--- src/rtl/player_ctrl.sv ---
// player_ctrl: grid movement, timed sword and health/death for one player.
// Define PLAYER_INVULN_EN to add a hit-immunity window after each hit.
module player_ctrl #(
  parameter int GRID_W        = 16,
  parameter int GRID_H        = 12,
  parameter int X_BITS        = 4,
  parameter int Y_BITS        = 4,
  parameter int MAX_HEALTH    = 3,
  parameter int HP_BITS       = 2,
  parameter int MOVE_COOLDOWN = 2,
  parameter int ATTACK_TICKS  = 3,
  parameter int INVULN_TICKS  = 8,
  parameter int START_X       = 7,
  parameter int START_Y       = 5
) (
  input  logic                     clk,
  input  logic                     reset,
  input  logic                     frame_tick,
  input  logic                     A,
  input  logic                     B,
  input  logic                     up,
  input  logic                     down,
  input  logic                     left,
  input  logic                     right,
  input  logic                     start,
  input  logic                     select,
  input  logic                     hit,
  output logic [5+X_BITS+Y_BITS:0] player,
  output logic [5+X_BITS+Y_BITS:0] sword,
  output logic [HP_BITS-1:0]       player_health,
  output logic                     dead
);

  localparam int EW   = 6 + X_BITS + Y_BITS;
  localparam int CD_W = $clog2(MOVE_COOLDOWN + 2);
  localparam int AT_W = $clog2(ATTACK_TICKS + 1);
  localparam int NB_W = 1 + X_BITS + Y_BITS;

  localparam logic [3:0] ID_PLAYER = 4'b0010;
  localparam logic [3:0] ID_SWORD  = 4'b0001;
  localparam logic [EW-1:0] HIDDEN =
    {4'b1111, 2'b01, {(X_BITS + Y_BITS){1'b0}}};

  typedef enum logic [1:0] {
    S_IDLE,
    S_ATTACK,
    S_DEAD
  } state_t;

  state_t             state;
  logic [1:0]         orient;
  logic [X_BITS-1:0]  px;
  logic [Y_BITS-1:0]  py;
  logic [EW-1:0]      sword_q;
  logic [HP_BITS-1:0] health;
  logic               dead_q;
  logic [CD_W-1:0]    cooldown;
  logic [AT_W-1:0]    atk_cnt;

  logic               dir_valid;
  logic [1:0]         dir_o;
  logic               nb_ok;
  logic [X_BITS-1:0]  nb_x;
  logic [Y_BITS-1:0]  nb_y;
  logic               hit_ok;
  logic               kill;
  logic               restart;
  logic               unused_ok;

  // {in_grid, x, y} of the tile adjacent to (x, y) in direction o
  function automatic logic [NB_W-1:0] neighbour(
    input logic [1:0]        o,
    input logic [X_BITS-1:0] x,
    input logic [Y_BITS-1:0] y
  );
    logic [NB_W-1:0] r;
    r = {1'b0, x, y};
    case (o)
      2'b00:
        if (y != '0)
          r = {1'b1, x, y - Y_BITS'(1)};
      2'b01:
        if (x != X_BITS'(GRID_W - 1))
          r = {1'b1, x + X_BITS'(1), y};
      2'b10:
        if (y != Y_BITS'(GRID_H - 1))
          r = {1'b1, x, y + Y_BITS'(1)};
      2'b11:
        if (x != '0)
          r = {1'b1, x - X_BITS'(1), y};
    endcase
    return r;
  endfunction

  // dir_o falls back to the current facing, so it is also the attack facing
  always_comb begin
    dir_valid = $onehot({up, down, left, right});
    dir_o     = orient;
    if (dir_valid) begin
      unique case (1'b1)
        up:      dir_o = 2'b00;
        right:   dir_o = 2'b01;
        down:    dir_o = 2'b10;
        left:    dir_o = 2'b11;
        default: dir_o = orient;
      endcase
    end
    {nb_ok, nb_x, nb_y} = neighbour(dir_o, px, py);
  end

  assign restart = (state == S_DEAD) && frame_tick && start;

`ifdef PLAYER_INVULN_EN
  localparam int IV_W = $clog2(INVULN_TICKS + 2);

  logic [IV_W-1:0] invuln;

  assign hit_ok = hit && (invuln == '0);

  always_ff @(posedge clk) begin
    if (reset || restart) begin
      invuln <= '0;
    end else if (state != S_DEAD) begin
      if (hit_ok)
        invuln <= IV_W'(INVULN_TICKS);
      else if (frame_tick && invuln != '0)
        invuln <= invuln - IV_W'(1);
    end
  end
`else
  assign hit_ok = hit;
`endif

  assign kill      = hit_ok && (health == HP_BITS'(1));
  assign unused_ok = select ^ (INVULN_TICKS == 0);

  always_ff @(posedge clk) begin
    if (reset || restart) begin
      state    <= S_IDLE;
      orient   <= 2'b01;
      px       <= X_BITS'(START_X);
      py       <= Y_BITS'(START_Y);
      sword_q  <= HIDDEN;
      health   <= HP_BITS'(MAX_HEALTH);
      dead_q   <= 1'b0;
      cooldown <= '0;
      atk_cnt  <= '0;
    end else if (state != S_DEAD) begin
      if (hit_ok && health != '0)
        health <= health - HP_BITS'(1);
      if (kill) begin
        state   <= S_DEAD;
        dead_q  <= 1'b1;
        sword_q <= HIDDEN;
      end else if (frame_tick) begin
        if (cooldown != '0)
          cooldown <= cooldown - CD_W'(1);
        if (state == S_ATTACK) begin
          if (atk_cnt == '0) begin
            sword_q <= HIDDEN;
            state   <= S_IDLE;
          end else begin
            atk_cnt <= atk_cnt - AT_W'(1);
          end
        end else if (A || B) begin
          orient <= dir_o;
          if (nb_ok) begin
            sword_q <= {ID_SWORD, dir_o, nb_x, nb_y};
            atk_cnt <= AT_W'(ATTACK_TICKS - 1);
            state   <= S_ATTACK;
          end
        end else if (dir_valid && cooldown == '0) begin
          orient <= dir_o;
          if (nb_ok) begin
            px       <= nb_x;
            py       <= nb_y;
            cooldown <= CD_W'(MOVE_COOLDOWN);
          end
        end
      end
    end
  end

  assign player        = {ID_PLAYER, orient, px, py};
  assign sword         = sword_q;
  assign player_health = health;
  assign dead          = dead_q;

endmodule

--- config.mk ---
export PLATFORM = sky130hd
export DESIGN_NAME = player_ctrl
export DESIGN_NICKNAME = d
export VERILOG_FILES = /design/src/rtl/player_ctrl.sv
export SDC_FILE = /design/constraint.sdc
export NUM_CORES = 1
export LEC_CHECK = 0
export CAP_MARGIN = 10
export CORE_MARGIN = 2
export CORE_UTILIZATION = 45
export CTS_BUF_LIST = sky130_fd_sc_hd__clkbuf_2 sky130_fd_sc_hd__clkbuf_4 sky130_fd_sc_hd__clkbuf_8
export DETAILED_ROUTE_END_ITERATION = 10
export PLACE_DENSITY = 0.83
export SYNTH_ARGS = -nofsm -noshare
export SYNTH_HDL_FRONTEND = slang
export SYNTH_SLANG_ARGS = --single-unit
--- constraint.sdc ---
create_clock -name clk -period 9 [get_ports clk]
set_input_delay 1.8 -clock clk [delete_from_list [all_inputs] [get_ports clk]]
set_output_delay 1.8 -clock clk [all_outputs]
set_load 0.005 [all_outputs]
# Yosys cells after proc, flatten, opt, wreduce, memory -nomap -nowiden
# Cells that the tools add are included.
[totals]
word_cells = 91
out_inout_bits = 31
regBits = 33
input_bits = 12
[op_classes]
n_reduce_logical = 27
bitwise_logic = 3
muxes = 30
add_sub_neg = 10
n_eq_ne = 12
[ops]
columns = ["op", "n"]
rows = [
  ["$mux W14", 6],
  ["$mux W2", 18],
  ["$mux W9", 4],
  ["$pmux W9 S4", 1],
  ["$reduce_bool A2 Y1", 6],
  ["$reduce_and A5 Y1", 2],
  ["$add A4 B1 Y4 const B", 2],
  ["$ne A4 B4 Y1 const B", 2],
  ["$pmux W2 S4", 1],
  ["$reduce_bool A4 Y1", 2],
  ["$sub A4 B1 Y4 const B", 2],
  ["$reduce_and A7 Y1", 1],
  ["$eq A2 B1 Y1 const B", 3],
  ["$eq A2 B2 Y1 const B", 3],
  ["$logic_not A2 Y1", 3],
  ["$reduce_and A6 Y1", 1],
  ["$reduce_bool A3 Y1", 2],
  ["$sub A2 B1 Y2 const B", 3],
  ["$logic_and A1 B1 Y1", 5],
  ["$add A1 B1 Y2", 2],
  ["$ne A2 B2 Y1 const B", 2],
  ["$reduce_and A2 Y1", 2],
  ["$add A2 B2 Y3", 1],
  ["$eq A3 B1 Y1 const B", 1],
  ["other kinds (4)", 7],
]

# Longest topological paths before layout
[depth]
ltp_word = 11
depth_mapped = 12

# Worst setup path after synthesis
# OpenSTA, ideal clock, no wires.
[synth_timing]
kind = "input to register"
startpoint = "input up"
endpoint = "register sword_q[9], in the netlist sword[9]"
path_buffers = 1
required_ps = 8932
t_arrival_ps = 4680
slack_ps = 4251
stages = 12
path_cell_list = "inv_1 -> fa_1 -> inv_1 -> ha_1 -> ha_1 -> or3b_4 -> o21ai_4 -> nand2_2 -> o32a_1 -> or4_4 -> buf_6 -> o2bb2ai_2"
[synth_via]
elab_chain_cells = 9
word_cells_on_any_way = 17
cone_classes = "add/sub: 2; eq/ne: 4; mux: 8; reduce/logical: 3"
[synth_rtl]
columns = ["item", "line_no", "text"]
rows = [
  ["start: declaration", "21", "input logic up,"],
  ["$add A1 B1 Y2 (implied by the code)", "97", "dir_valid = $onehot({up, down, left, right});"],
  ["$add A2 B2 Y3 (implied by the code)", "97", ""],
  ["$eq A3 B1 Y1", "97", ""],
  ["$mux W2 (*)", "99", "if (dir_valid) begin"],
  ["branches (longest 5 deep; another with $pmux W9 S4)", "--", ""],
  ["end signal: assignment", "168", "sword_q <= {ID_SWORD, dir_o, nb_x, nb_y};"],
  ["end: declaration", "54", "logic [EW-1:0] sword_q;"],
]
# Mark *: on every way between the ends. The select of a mux whose other input is x is not followed.
# A chain may end at the register's enable or synchronous reset.

# Worst setup path after layout
[layout_timing]
startpoint = "input down"
endpoint = "register sword_q[12], in the netlist sword[12]"
[layout_via]
elab_chain_cells = 8
word_cells_on_any_way = 12
cone_classes = "add/sub: 2; eq/ne: 4; mux: 3; reduce/logical: 3"
[layout_rtl]
columns = ["item", "line_no", "text"]
rows = [
  ["start: declaration", "22", "input logic down,"],
  ["$add A1 B1 Y2 (implied by the code)", "97", ""],
  ["$add A2 B2 Y3 (implied by the code)", "97", ""],
  ["$eq A3 B1 Y1", "97", ""],
  ["$mux W2 (*)", "99", ""],
  ["$eq A2 B2 Y1, or another cell as far along", "78", "case (o)"],
  ["$pmux W9 S4 (*)", "78", ""],
  ["$reduce_bool A3 Y1 (no line) (*)", "--", ""],
  ["$reduce_and A5 Y1 (no line) (*)", "--", ""],
]
# Mark *: on every way between the ends. The rest lies on a longest branch, timed or not.

==> results_dict.tcl <==
set metrics [dict create \
    first_pass_iters 4 \
    drv_slew 0 \
    synth_xor_area_share_pct 1.33 \
    diodes 0 \
    powerDensity_nw_per_um2 177 \
    insertion_delay_ps 280 \
    place.gp.congestion 0.838 \
    synthMuxAreaShare_pct 0.505 \
    finalSetupTns_ps 0 \
    cp_num_buf_inv 3 \
    fmax_mhz 183 \
    outcome "finished clean" \
    slowest_stage "o21a_1" \
    setup_viol 0 \
    path_clk_slew_ps 60 \
    pin_count 43 \
    grt_setup_unrepaired "false" \
    fin_crit_sh_pct 60.9 \
    syn_area_per_cell_um2 8.36 \
    critPathArrivalTime_ps 5620 \
    die_w_um 70.4 \
    portBuffers 36 \
    grt_max_degree 14 \
    dp_hpwl_mm 3.31 \
    finalClockSkew_ps 6.05 \
    antenna_left 0 \
    grt_pass1_wl_mm 7.49 \
    synth.distinct_cells 57 \
    grt_use_total_pct 18.4 \
    hold_violations 0 \
    synth_top_family_by_area "compound AO/OA/AOI/OAI gates" \
    routedWlPerCell_um 14.4 \
    worst-setup-path-type "in -> reg" \
    cts_resized 0 \
    grt_antenna_before_repair 0 \
    required_ps 9140 \
    syn-cell-area_um2 1980 \
    yosysSeqAreaShare_pct 30.3 \
    fin_crit_ps 5480 \
    synth-seq-cells 30 \
    p_leak_nw 0.950 \
    path_cells "clkdlybuf4s50_1 > inv_1 > fa_1 > inv_1 > ha_1 > ha_1 > or3b_4 > o21ai_2 > and3_1 > o32a_1 > o21a_1 > a21boi_0" \
    cts_tree "yes" \
    initial_utilization_pct 46.2 \
    synth_top_cell_by_area "dfxtp_1" \
    synth-async-reset-ratio_pct 0 \
    root_buffer "clkbuf_8" \
    critPathMaxStageDelay_ps 560 \
    htree_levels 2 \
    synth-adder-area-share_pct 6.69 \
    crit_family "compound AO/OA/AOI/OAI gates" \
    die_h_um 70.4 \
    hp-class "reg -> reg" \
    critPathMaxFanout 13 \
    post-cts-setup-buffers 0 \
    dieArea_um2 4950 \
    yosysTopAreaCellShare_pct 30.3 \
    maxCapViolCount 0 \
    worstMarginPinSlew_ps 1040 \
    grt-ovfl-total 0 \
    core_area_um2 4290 \
    synth_edf_count 0 \
    fillers 387 \
    nets 289 \
    cts_buffers 5 \
    final_layout_size_suffix_gt1_share_pct 9.33 \
    cts_sinks 30 \
    synth_compound_area_share_pct 33.0 \
    cp-end-kind "flop" \
    fp-row-count 24 \
    grt_pass1_vias 1649 \
    remaining_drc_errors 0 \
    drt-initial-drc-count 167 \
    postCtsHoldBufs 0 \
    vdd_drop_max_uv 107 \
    synth-simple-area-share_pct 19.7 \
    synthCells 237 \
    synthTopCellsByArea "dfxtp_1 (30%), o2bb2ai_2 (6.8%), ha_1 (5.7%)" \
    drt-total-wl_mm 4.59 \
    fin_total_pwr_mw 0.431 \
    areaGrowthSynthToFinish_pct 22.7 \
    start_kind "input pin" \
    synth_common_cells "dfxtp_1 (30), nor2_1 (20), inv_1 (17), nand2_1 (15), a21oi_1 (14)" \
    yosysWarningCount 0 \
    slew_headroom_pct 30.4 \
    via_per_inst 5.91 \
    ys.flop_type "dfxtp_1" \
    yosysMostFrequentCell "dfxtp_1" \
    cts_buffer_depth 2 \
    vias 1891 \
]
-- logic make-up (layout without fill, tap and decap cells) --
logic type      Yosys count  in the layout
buf+inv                  33             61
xor+xnor                  3              3
mux                       1              1
other cells               2              5
flops                    30             30
fa+ha+maj                10             10
simple gates             75             75
compound gates           83             83
-- stage by stage --
step	cells	hold slack [ps]	setup WS [ps]	area [um^2]	util, %
2_1_floorplan	240	441	4250	1990	-
3_3_place_gp	312	442	3300	2320	54.1
3_5_place_dp	312	444	3230	2320	54.1
4_1_cts	320	455	3530	2430	56.6
5_1_grt	320	483	3260	2430	56.6
6_report	320	449	3520	2430	56.6
-- routing by layer --
metal	share of wire (%)	track usage, %
met1	48	24.8
met2	43	28.4
met3	6.7	4.62
met4	2.5	6.41
met5	0	0
-- worst paths after layout --
| kind | startpoint | slack (ps) | depth (start not counted) | end |
|---|---|---|---|---|
| hold / removal | sword[8]$_SDFFE_PP1P_ | 450 | 2 | sword[8]$_SDFFE_PP1P_ |
| setup / recovery | down | 3520 | 12 | sword[12]$_SDFFE_PP1P_ |
| setup reg to reg | py[0]$_SDFFE_PP1P_ | 6420 | 7 | sword[12]$_SDFFE_PP1P_ |
| hold reg to reg | sword[8]$_SDFFE_PP1P_ | 450 | 2 | sword[8]$_SDFFE_PP1P_ |
-- cell usage in the layout, fill, tap and decap left out, drive strengths merged, types with 2 or more instances in the layout --
cell type	Yosys	routed
a31oi	3	3
a21o	2	2
o211ai	4	4
nand2b	4	4
and3	2	2
or4	2	2
ha	9	9
conb	2	5
dfxtp	30	30
nor3b	3	3
nand3b	4	4
clkdlybuf4s50	0	36
o31ai	5	5
a211oi	5	5
a32o	2	2
a22oi	5	5
nor2	20	20
inv	17	17
o2bb2ai	10	10
nand3	6	6
nor3	5	5
a31o	2	2
a21oi	15	15
clkbuf	6	8
o21a	2	2
nor4	4	4
or3	4	4
o22ai	5	5
o21ai	13	13
nand2	16	16
xnor2	3	3
-- where the power goes --
part           switching (mW)  internal [mW]
sequential             0.0109          0.145
combinational          0.0832         0.0643
clock                  0.0508         0.0771
-- state kept, by name (all words and copies together) (netlist names) --
name           flops
atk_cnt            2
cooldown           2
dead               1
orient             2
player_health      2
px                 4
py                 4
state              2
sword             11
-- area by class of cell --
class	instances	area (um^2)	area share, %
multi-input cells	177	1230	50.7
repair buffers	36	360	14.8
flip-flops and latches	30	601	24.7
clock buffers	8	110	4.53
inverters	17	63.8	2.62
well taps	52	65.1	2.67
-- worst min-delay path, cell delays in order, from the launching register on --
cell and delay, ps:
dfxtp_1 310, inv_1 50, a2bb2oi_1 50
Note: power is estimated with default switching activity, not from simulation.
==> patch 1, RTL diff (same flow settings) <==
Add a define of `PLAYER_INVULN_EN`.
--- a/src/rtl/player_ctrl.sv
+++ b/src/rtl/player_ctrl.sv
@@ -2,2 +2,4 @@
 // Define PLAYER_INVULN_EN to add a hit-immunity window after each hit.
+`define PLAYER_INVULN_EN
+
 module player_ctrl #(
Check against the original RTL: not equivalent (Yosys sat finds a counterexample within 4 cycles, from zero or initial values).
==> patch 1 against the original RTL <==
- die area increased by 9.6%
- highest routed layer unchanged
- area after synthesis up 10%
- register-to-register slack got worse by 0.05 ns
- first-iteration DRC count down 7.8%
- combinational power rose by 61%
- fmax decreased by 2.3%
- final area increased by 8.4%
- total power is 34% higher
- sequential cell count is 4 higher
- largest power group is now combinational logic
- routed wire length up 8.3%
- clock power increased by 10%
- count of clock-buffer cells in the layout is 2 lower
- worst setup slack got worse by 0.13 ns
==> patch 1: results (changes against the original RTL) <==
status: "finished clean"
pre_cts_ws_ns: 3.096  # -0.1331 ns
worst_pin_slew_ns: 0.8719  # -0.1666 ns
placed_area_um2: 2524  # +8.7%
antenna_found_initial: 0  # unchanged
grt_max_degree: 17  # +3
clock-skew-final_ns: 0.004828  # -0.001224 ns
path_clk_slew_ns: 0.07
synthAdderAreaFrac: 0.07216  # +0.005246
grt_use_met2: 0.3234  # +0.03935
grt_pass1_vias: 1882  # +14%
fillers: 436  # +13%
cts_setup_buffers: 0  # unchanged
synth_warnings: 0  # unchanged
synth.distinct_cells: 58  # +1.8%
critPathMaxStageDelay_ns: 0.69  # +0.13 ns
htree_levels: 2  # unchanged
cp_top_family: "compound AO/OA/AOI/OAI gates"
ys_top_cells_by_count: "34 x dfxtp_1, 29 x nor2_1, 19 x inv_1"
wl_met2_um: 2379  # +20%
drtIter0Drc: 154  # -7.8%
yosys-top-cells-area: "dfxtp_1 31%, ha_1 6.3%, nor2_1 5.0%"
worstPathMaxFanout: 12  # -1
dp_hpwl_um: 3832  # +16%
dr.pass1.iters: 4  # unchanged
drt-met1-wl_um: 2286  # +4.7%
largest_reg_flops: 11  # unchanged
arrival_ns: 5.83  # +0.21 ns
cts-root-buf: "clkbuf_8"
synth_compound_area_frac: 0.2766  # -0.05354
routedWlPerCell_um: 14.05  # -2.1%
worstRegToRegCells: 7  # unchanged
met3_length_um: 247  # -20%
async_flop_share: 0  # unchanged
seq_area_frac_synth: 0.3116  # +0.008539
synthMuxAreaShare: 0.004582  # -0.0004686
grt_use_total: 0.1984  # +0.01465
num-nets-final: 324  # +12%
synth_xor_area_frac: 0.02405  # +0.01080
grt_first_pass_wirelength_um: 8487  # +13%
gr-usage-met1: 0.2597  # +0.01151
final_layout_size_suffix_gt1_frac: 0.07000  # -0.02328
top_layer: "met4"
critPathSlowestCell: "a211oi_2"
numCtsBuffers: 5  # unchanged
vias: 2055  # +8.7%
viasPerCell: 5.805  # -1.8%
p_leak_nw: 1.044  # +9.9%
syn_avg_cell_area_um2: 8.091  # -3.2%
vdd_drop_max_v: 0.0001747  # +64%
dp.cells: 347  # +11%
place.gp.congestion: 0.9753  # +16%
use_met3: 0.04252  # -0.003652
-- patch 1: worst paths after layout --
path,start,to,slack (ns)
setup / recovery,up,sword[4],3.40
hold / removal,sword[8],sword[8],0.45
setup reg to reg,px[1],sword[4],6.37
hold reg to reg,sword[8],sword[8],0.45
-- patch 1: area by class of cell --
type / count / area, um2 / share of cell area
clock buffer: 6 / 82.58 / 0.03132
clock inverter: 1 / 30.03 / 0.01139
inverter: 19 / 71.32 / 0.02705
multi-input combinational: 204 / 1344 / 0.5097
sequential: 34 / 680.7 / 0.2582
tap: 54 / 67.56 / 0.02563
timing repair buffer: 36 / 360.3 / 0.1367
-- patch 1: report_power, final --
part / leakage [nW] / internal [mW] / switching [mW]
registers: 0.277 / 0.178 / 0.0221
logic: 0.709 / 0.108 / 0.128
clock network: 0.0573 / 0.0885 / 0.0529
==> patch 2, RTL diff (config.mk and constraints unchanged) <==
Without the edit above. Register the output `player`; this adds one clock of latency there. The other outputs are not delayed to match.
--- a/src/rtl/player_ctrl.sv
+++ b/src/rtl/player_ctrl.sv
@@ -183,3 +183,5 @@
 
-  assign player        = {ID_PLAYER, orient, px, py};
+  always_ff @(posedge clk) begin
+    player <= {ID_PLAYER, orient, px, py};
+  end
   assign sword         = sword_q;
Formal check against the unedited RTL: not equivalent (a bounded check fails within 4 cycles, from zero or initial values).
==> patch 2 against the original RTL <==
- hold slack lost 0.032 ns
- routed wire length increased by 8.3%
- total power grew 2.7%
- worst setup slack lost 0.069 ns
- synthesized cell count rose by 11%
- sequential cell count up 10
- final area grew 9.6%
- largest cell class unchanged
- area after synthesis rose by 12%
==> patch 2: results (changes against the original RTL) <==
ys_top_cells_by_count: "40 x dfxtp_1, 28 x nand2_1, 18 x inv_1"
grt_pass1_vias: 1788  # +8.4%
place.gp.congestion: 0.9563  # +14%
placed_area_um2: 2570  # +11%
syn_inst: 262  # +11%
grt_use_total: 0.1912  # +0.007401
worst_pin_slew_ns: 1.171  # +0.1327 ns
yosys-top-cells-area: "dfxtp_1 36%, ha_1 5.1%, nand2_1 4.7%"
dp.cells: 352  # +13%
synth.distinct_cells: 58  # +1.8%
hold-path-cell-count: 0  # -2
arrival_ns: 5.69  # +0.07 ns
p_leak_nw: 1.035  # +9.0%
synthAdderAreaFrac: 0.05968  # -0.007235
grt_first_pass_wirelength_um: 8321  # +11%
grt_max_degree: 14  # unchanged
use_met3: 0.03794  # -0.008236
worstPathMaxFanout: 12  # -1
htree_levels: 2  # unchanged
vdd_drop_max_v: 0.00007429  # -30%
synth_xor_area_frac: 0.01971  # +0.006450
path_clk_slew_ns: 0.08  # +0.02 ns
grt_use_met2: 0.3185  # +0.03439
hold_end: "player[8]"
worstReg2RegEnd: "sword[8]"
dp_hpwl_um: 3642  # +10%
num-nets-final: 314  # +8.7%
routedWlPerCell_um: 13.81  # -3.8%
final_cells: 360  # +13%
clock_path_buffers: 2  # unchanged
worstSkewPairLatency_ns: 0.30  # +0.02 ns
clock-skew-final_ns: 0.008182  # +0.002131 ns
fin_hold_ws_ns: 0.4172  # -0.03199 ns
reg2reg_from: "state[0]"
status: "finished clean"
synth_top_area_frac: 0.3604  # +0.05733
final_layout_size_suffix_gt1_frac: 0.07167  # -0.02161
antenna_found_initial: 0  # unchanged
drtIter0Drc: 130  # -22%
rrSetupSlack_ns: 6.41  # about the same
pre_cts_ws_ns: 3.159  # -0.06949 ns
vias: 1984  # +4.9%
synth_compound_area_frac: 0.2410  # -0.08919
hold_start: "orient[0]"
worstRegToRegCells: 5  # -2
gr-usage-met1: 0.2521  # +0.003880
switchingPower_uw: 139.8  # -3.5%
synthMuxAreaShare: 0.01351  # +0.008463
seq_area_frac_synth: 0.3604  # +0.05733
==> patch 2: how the worst max path moves through the flow <==
stage	cells past startpoint	slack (ns)	startpoint	end
floorplan	14	4.27	up	sword[4]
global placement	12	3.19	down	sword[6]
detailed placement	12	3.16	down	sword[1]
CTS	12	3.47	down	sword[8]
global route	12	3.18	down	sword[3]
finish	12	3.45	down	sword[2]
==> patch 2: worst max-delay path: stages <==
cell and delay (ns):
clkdlybuf4s50_1 0.53, inv_1 0.08, fa_1 0.50, inv_1 0.04, ha_1 0.18, ha_1 0.29
or3b_1 0.58, o21a_1 0.38, nor3_2 0.31, o21a_1 0.44, or3_1 0.42, o22ai_1 0.15
==> patch 2: logic make-up (layout without fill, tap and decap cells) <==
group | after synthesis | count (layout)
buf+inv | 36 | 64
xor+xnor | 5 | 5
mux | 3 | 3
flops | 40 | 40
other cells | 2 | 5
fa+ha+maj | 10 | 10
simple gates | 89 | 89
compound gates | 77 | 77
==> patch 2: power by group through the flow <==
stage	clock network (mW)	registers, mW	logic, mW
floorplan	0	0.200	0.0806
global placement	0	0.201	0.115
detailed placement	0	0.201	0.117
CTS	0.130	0.197	0.117
global route	0.137	0.199	0.131
finish	0.128	0.197	0.118
==> patch 2: area by class of cell <==
class / count / area [um2]
Clock buffer: 6 / 82.58
Fill cell: 437 / 2088
Tap cell: 67 / 83.83
Clock inverter: 2 / 13.76
Inverter: 18 / 67.56
Multi-Input combinational cell: 189 / 1242
Timing Repair Buffer: 38 / 375.4
Sequential cell: 40 / 800.8
==> patch 2: metal layers <==
metal	wire (um)	up-vias
met5	0	-
met4	87	0
met1	2226	920
met2	2421	58
met3	237	10
li1	-	996
